$ cat src/rtl/pipelined_alu.sv
// rtl/pipelined_alu.sv - handshaked ALU: single-cycle data-processing ops, iterative mul/mla, NZCV flags
// Each result is held in DONE until the writeback stage takes it.
module pipelined_alu #(
   parameter int DATA_WIDTH = 32,
   parameter int MUL_CYCLES = 4,
   parameter int TAG_WIDTH  = 4
) (
   input  logic                  clk_i,
   input  logic                  rst_i,
   input  logic                  in_valid_i,
   output logic                  in_ready_o,
   input  logic [3:0]            opcode_i,
   input  logic                  is_mul_i,
   input  logic                  accumulate_i,
   input  logic                  set_flags_i,
   input  logic [DATA_WIDTH-1:0] a_i,
   input  logic [DATA_WIDTH-1:0] b_i,
   input  logic [DATA_WIDTH-1:0] c_i,
   input  logic [3:0]            flags_in_i,
   input  logic [TAG_WIDTH-1:0]  tag_in_i,
   output logic                  out_valid_o,
   input  logic                  out_ready_i,
   output logic [DATA_WIDTH-1:0] result_o,
   output logic [3:0]            flags_out_o,
   output logic                  flags_we_o,
   output logic                  result_we_o,
   output logic [TAG_WIDTH-1:0]  tag_out_o,
   output logic                  busy_o
);
   // Multiplier bits consumed per clock so the product completes in MUL_CYCLES steps
   localparam int CHUNK = (DATA_WIDTH + MUL_CYCLES - 1) / MUL_CYCLES;
   localparam int CW    = (MUL_CYCLES > 1) ? $clog2(MUL_CYCLES) : 1;
   localparam logic [CW-1:0] CNT_LAST = CW'(MUL_CYCLES - 1);

   localparam logic [3:0] OP_AND = 4'h0, OP_EOR = 4'h1, OP_SUB = 4'h2, OP_RSB = 4'h3;
   localparam logic [3:0] OP_ADD = 4'h4, OP_ADC = 4'h5, OP_SBC = 4'h6, OP_RSC = 4'h7;
   localparam logic [3:0] OP_TST = 4'h8, OP_TEQ = 4'h9, OP_CMP = 4'hA, OP_CMN = 4'hB;
   localparam logic [3:0] OP_ORR = 4'hC, OP_MOV = 4'hD, OP_BIC = 4'hE, OP_MVN = 4'hF;

   typedef enum logic [1:0] {S_IDLE, S_MUL, S_DONE} state_t;

   state_t                state_q, state_d;
   logic [CW-1:0]         cnt_q, cnt_d;
   logic [DATA_WIDTH-1:0] acc_q, acc_d;
   logic [DATA_WIDTH-1:0] mcand_q, mcand_d;
   logic [DATA_WIDTH-1:0] mplier_q, mplier_d;
   logic                  msf_q, msf_d;
   logic [3:0]            mflags_q, mflags_d;
   logic [TAG_WIDTH-1:0]  mtag_q, mtag_d;
   logic [DATA_WIDTH-1:0] res_q, res_d;
   logic [3:0]            fout_q, fout_d;
   logic                  fwe_q, fwe_d;
   logic                  rwe_q, rwe_d;
   logic [TAG_WIDTH-1:0]  tag_q, tag_d;

   logic                  accept;
   logic [DATA_WIDTH-1:0] add_x, add_y, logic_res, alu_res;
   logic                  add_cin, is_arith, is_test, alu_c, alu_v, alu_fwe;
   logic [DATA_WIDTH:0]   sum;
   logic [3:0]            alu_flags;

   logic [DATA_WIDTH-1:0] step_acc_in, step_mcand, step_mplier, chunk_ext, step_acc;
   logic                  mul_sf;
   logic [3:0]            mul_fin, mul_flags;
   logic [TAG_WIDTH-1:0]  mul_tag;

   assign in_ready_o  = (state_q == S_IDLE) || ((state_q == S_DONE) && out_ready_i);
   assign accept      = in_valid_i && in_ready_o;
   assign out_valid_o = (state_q == S_DONE);
   assign busy_o      = (state_q != S_IDLE);
   assign result_o    = res_q;
   assign flags_out_o = fout_q;
   assign flags_we_o  = fwe_q;
   assign result_we_o = rwe_q;
   assign tag_out_o   = tag_q;

   // Subtracts are folded into one adder as x + ~y + cin, so carry out is NOT borrow
   always_comb begin
      add_x     = a_i;
      add_y     = b_i;
      add_cin   = 1'b0;
      is_arith  = 1'b1;
      logic_res = '0;
      case (opcode_i)
         OP_AND, OP_TST: begin is_arith = 1'b0; logic_res = a_i & b_i; end
         OP_EOR, OP_TEQ: begin is_arith = 1'b0; logic_res = a_i ^ b_i; end
         OP_SUB, OP_CMP: begin add_y = ~b_i; add_cin = 1'b1; end
         OP_RSB:         begin add_x = b_i; add_y = ~a_i; add_cin = 1'b1; end
         OP_ADD, OP_CMN: begin add_cin = 1'b0; end
         OP_ADC:         begin add_cin = flags_in_i[1]; end
         OP_SBC:         begin add_y = ~b_i; add_cin = flags_in_i[1]; end
         OP_RSC:         begin add_x = b_i; add_y = ~a_i; add_cin = flags_in_i[1]; end
         OP_ORR:         begin is_arith = 1'b0; logic_res = a_i | b_i; end
         OP_MOV:         begin is_arith = 1'b0; logic_res = b_i; end
         OP_BIC:         begin is_arith = 1'b0; logic_res = a_i & ~b_i; end
         OP_MVN:         begin is_arith = 1'b0; logic_res = ~b_i; end
         default:        begin is_arith = 1'b1; end
      endcase
      sum       = {1'b0, add_x} + {1'b0, add_y} + {{DATA_WIDTH{1'b0}}, add_cin};
      alu_res   = is_arith ? sum[DATA_WIDTH-1:0] : logic_res;
      alu_c     = is_arith ? sum[DATA_WIDTH] : flags_in_i[1];
      alu_v     = is_arith ? ((add_x[DATA_WIDTH-1] == add_y[DATA_WIDTH-1]) &&
                              (sum[DATA_WIDTH-1] != add_x[DATA_WIDTH-1])) : flags_in_i[0];
      is_test   = (opcode_i[3:2] == 2'b10);
      alu_fwe   = set_flags_i || is_test;
      alu_flags = alu_fwe ? {alu_res[DATA_WIDTH-1], ~|alu_res, alu_c, alu_v} : flags_in_i;
   end

   // One shift-add step: the accept edge takes the first chunk straight from the inputs
   always_comb begin
      if (state_q == S_MUL) begin
         step_acc_in = acc_q;
         step_mcand  = mcand_q;
         step_mplier = mplier_q;
         mul_sf      = msf_q;
         mul_fin     = mflags_q;
         mul_tag     = mtag_q;
      end else begin
         step_acc_in = accumulate_i ? c_i : '0;
         step_mcand  = a_i;
         step_mplier = b_i;
         mul_sf      = set_flags_i;
         mul_fin     = flags_in_i;
         mul_tag     = tag_in_i;
      end
      chunk_ext              = '0;
      chunk_ext[CHUNK-1:0]   = step_mplier[CHUNK-1:0];
      step_acc               = step_acc_in + step_mcand * chunk_ext;
      mul_flags              = mul_sf ? {step_acc[DATA_WIDTH-1], ~|step_acc, mul_fin[1:0]} : mul_fin;
   end

   always_comb begin
      state_d  = state_q;
      cnt_d    = cnt_q;
      acc_d    = acc_q;
      mcand_d  = mcand_q;
      mplier_d = mplier_q;
      msf_d    = msf_q;
      mflags_d = mflags_q;
      mtag_d   = mtag_q;
      res_d    = res_q;
      fout_d   = fout_q;
      fwe_d    = fwe_q;
      rwe_d    = rwe_q;
      tag_d    = tag_q;
      case (state_q)
         S_MUL: begin
            acc_d    = step_acc;
            mcand_d  = step_mcand << CHUNK;
            mplier_d = step_mplier >> CHUNK;
            if (cnt_q == CNT_LAST) begin
               state_d = S_DONE;
               cnt_d   = '0;
               res_d   = step_acc;
               fout_d  = mul_flags;
               fwe_d   = mul_sf;
               rwe_d   = 1'b1;
               tag_d   = mul_tag;
            end else begin
               cnt_d = cnt_q + 1'b1;
            end
         end
         default: begin
            if (accept) begin
               if (!is_mul_i) begin
                  state_d = S_DONE;
                  res_d   = alu_res;
                  fout_d  = alu_flags;
                  fwe_d   = alu_fwe;
                  rwe_d   = ~is_test;
                  tag_d   = tag_in_i;
               end else if (MUL_CYCLES == 1) begin
                  state_d = S_DONE;
                  res_d   = step_acc;
                  fout_d  = mul_flags;
                  fwe_d   = set_flags_i;
                  rwe_d   = 1'b1;
                  tag_d   = tag_in_i;
               end else begin
                  state_d  = S_MUL;
                  cnt_d    = CW'(1);
                  acc_d    = step_acc;
                  mcand_d  = step_mcand << CHUNK;
                  mplier_d = step_mplier >> CHUNK;
                  msf_d    = set_flags_i;
                  mflags_d = flags_in_i;
                  mtag_d   = tag_in_i;
               end
            end else if ((state_q == S_DONE) && out_ready_i) begin
               state_d = S_IDLE;
            end
         end
      endcase
   end

   always_ff @(posedge clk_i) begin
      if (rst_i) begin
         state_q  <= S_IDLE;
         cnt_q    <= '0;
         acc_q    <= '0;
         mcand_q  <= '0;
         mplier_q <= '0;
         msf_q    <= 1'b0;
         mflags_q <= '0;
         mtag_q   <= '0;
         res_q    <= '0;
         fout_q   <= '0;
         fwe_q    <= 1'b0;
         rwe_q    <= 1'b0;
         tag_q    <= '0;
      end else begin
         state_q  <= state_d;
         cnt_q    <= cnt_d;
         acc_q    <= acc_d;
         mcand_q  <= mcand_d;
         mplier_q <= mplier_d;
         msf_q    <= msf_d;
         mflags_q <= mflags_d;
         mtag_q   <= mtag_d;
         res_q    <= res_d;
         fout_q   <= fout_d;
         fwe_q    <= fwe_d;
         rwe_q    <= rwe_d;
         tag_q    <= tag_d;
      end
   end

endmodule

$ cat config.mk
export PLATFORM = sky130hd
export DESIGN_NAME = pipelined_alu
export DESIGN_NICKNAME = d
export VERILOG_FILES = /design/src/rtl/pipelined_alu.sv
export SDC_FILE = /design/constraint.sdc
export NUM_CORES = 1
export LEC_CHECK = 0
export ABC_AREA = 1
export BUFFER_PORTS_ARGS = -buffer_cell sky130_fd_sc_hd__buf_2
export CORE_MARGIN = 2
export CORE_UTILIZATION = 54
export DETAILED_ROUTE_END_ITERATION = 8
export PLACE_DENSITY = 0.79
export SYNTH_ARGS = -nofsm -noshare
export SYNTH_HDL_FRONTEND = slang
export SYNTH_SLANG_ARGS = --single-unit
$ cat constraint.sdc
create_clock -name clk_i -period 18.2 [get_ports clk_i]
set_clock_uncertainty 0.1 [all_clocks]
set_input_delay 2.73 -clock clk_i [delete_from_list [all_inputs] [get_ports clk_i]]
set_output_delay 2.73 -clock clk_i [all_outputs]
set_load 0.03 [all_outputs]
==> results.tsv <==
metric	value	unit
status	complete, no violations	
RSZ-0062 raised after global routing	no	
Worst Max-Slew Pin Slew	1.31	ns
register area share after synthesis	0.139	
total grt overflow	0	
Die Height	194	um
Static Leakage	11.2	nW
fin area	21200	um2
data arrival time of the critical path	9.13	ns
Netlist Area Pre-Place	19500	um2
count of input and output buffers	159	
post-placement cell area	20600	um2
clk root buf	clkbuf_16	
HP Start	mcand_q[17]$_SDFFE_PP0P_	
post-route insts no fill	3633	
most common cell in the netlist	nand2_1	
ys async rst share	0	
Synth area leaders	fa_1, nand2_1, dfxtp_1	
crit path capture type	flop	
Cell variety after synth	48	
Startpoint Class	input pin	
Yosys top cell area share	0.193	
Yosys reg bits	135	
fin worst setup slack	9.35	ns
total wire length	76600	um
clock tree buffer depth	2	
total CTS buffers	17	
nets@finish	3567	
Post-Synthesis Cells	3074	
Vias/cell	5.89	
Slowest cell on crit path	o21ai_2	
Post-synth EDFFs	0	
Worst path max stage delay	1.03	ns
min Tclk post-route	8.85	ns
crit-path most repeated cell	nand2_1	
gr usage total	0.406	
Critical Path RT	18.49	ns
n_diodes	0	
I/O pins	160	
reg2reg start	state_q[1]$_SDFFE_PP0P_	
Setup violations, final	0	
Pins Over Slew Limit	0	
clock sinks	135	
clock slew at reported path FFs	0.07	ns
H-tree levels	4	
# Post-CTS Setup Buffers	0	
num rows	69	
Antenna Violating Nets Remaining	0	
die area	37600	um2
cts repair resizes	0	
antenna violations before repair	0	
WL/cell	21.1	um
pin count of the biggest net entering global routing	79	
Final Core Density	0.596	
drt drc	0	
syn_area_per_cell	6.33	um2
DP Wirelength	60200	um
DR pass1 iterations	9	
# placed instances	3601	
Die X	194	um
ys flop type	dfxtp_1	
worst skew pair latency	0.45	ns
Min-Delay Path Class	flop to flop	
Vias	21400	
CTS tree	done	
ratio of cells with drive above 1 in the final layout	0.0807	
post-synth top area cell	fa_1	
Warnings, synthesis	0	
worst rel slew slack	0.127	
area of the core	35600	um2
crit path launch	b_i[1]	
cts hold-fix bufs	0	
setup_tns	0	ns
number of global-route vias before repair	20500	
initial drt markers	2717	
max-cap violations	0	
syn nets	3482	
period utilization	0.486	
GP Congestion	1.04	
area grow syn2layout	8.90	%
CP Max Fanout	24	
Starting Density	0.547	
Setup WS pre-CTS	9.06	ns
CP Class	input pin to flop	
Final Hold Vio Count	0	
top cells by count, synth	nand2_1, inv_1, nor2_1	
VDD IR max	0.000178	V
Max Fclk	0.113	GHz
Power per Cell Area	170	nW/um2
first-pass GRT wire length	118000	um
[cell families (layout without fill, tap and decap cells)]
group / Yosys count / in the layout / synth area share
AO/OA/AOI/OAI: 518 / 518 / 0.155
XOR/XNOR: 34 / 34 / 0.0153
adder cells (fa/ha/maj): 293 / 293 / 0.261
buffers and inverters: 715 / 813 / 0.140
flip-flops: 135 / 135 / 0.139
AND/OR/NAND/NOR: 1379 / 1379 / 0.290
[worst paths after layout]
kind | to | slack [ns] | cells past startpoint
min | mcand_q[17]$_SDFFE_PP0P_ | 0.35 | 2
max | flags_out_o[2]$_SDFFE_PP0P_ | 9.35 | 29
max reg2reg | flags_out_o[2]$_SDFFE_PP0P_ | 10.05 | 28
min reg2reg | mcand_q[17]$_SDFFE_PP0P_ | 0.35 | 2
[report_power, final]
group	internal [mW]	switching, mW	leakage [nW]
clock network	0.188	0.182	0.302
logic	0.903	1.95	9.82
registers	0.350	0.0332	1.11
total	1.44	2.16	11.2
[critical path, delay by kind of cell]
family,cells,cell delay [ns]
XOR/XNOR,1,0.52
AND/OR/NAND/NOR,14,1.58
adder cells (fa/ha/maj),5,2.39
AO/OA/AOI/OAI,2,1.21
buffers and inverters,7,0.64
[metal layers]
metal | wire length (um) | global-route usage | part of all wire
met1 | 30600 | 0.543 | 0.40
met2 | 33300 | 0.632 | 0.43
met3 | 7990 | 0.0703 | 0.10
met4 | 4720 | 0.211 | 0.062
met5 | 0 | 0 | 0
[state kept, by name (all words and copies together) (netlist names), 4 cells and up]
name and cells:
result_o 32, mtag_q 4, mcand_q 24, mplier_q 24
mflags_q 4, flags_out_o 4, acc_q 32, tag_out_o 4
[cells in the final DEF, fill, tap and decap left out, types with 11 or more instances in the layout]
cell type / count
nand2_1: 882
inv_1: 583
nor2_1: 272
fa_1: 188
a21oi_1: 177
o21ai_0: 169
buf_2: 159
dfxtp_1: 135
nand3_1: 126
ha_1: 105
o211ai_1: 56
o221ai_1: 32
nand4_1: 31
a31oi_1: 30
buf_4: 27
xor2_1: 23
clkbuf_16: 17
o21bai_1: 15
nor3_1: 13
xnor2_1: 11
[stage by stage]
step / hold WS [ns] / power, mW
5_1_grt: 0.364 / 3.92
3_3_place_gp: 0.334 / 3.11
2_1_floorplan: 0.325 / 2.34
4_1_cts: 0.352 / 3.53
6_report: 0.351 / 3.60
3_5_place_dp: 0.343 / 3.14
[layout make-up]
class	count	area (um2)
inverters	595	2230
clock inverters	15	196
well taps	461	577
repair buffers	186	998
flip-flops and latches	135	2700
fillers	3520	14400
clock buffers	17	425
multi-input cells	2224	14100
Power figures use the tool's default switching activity.
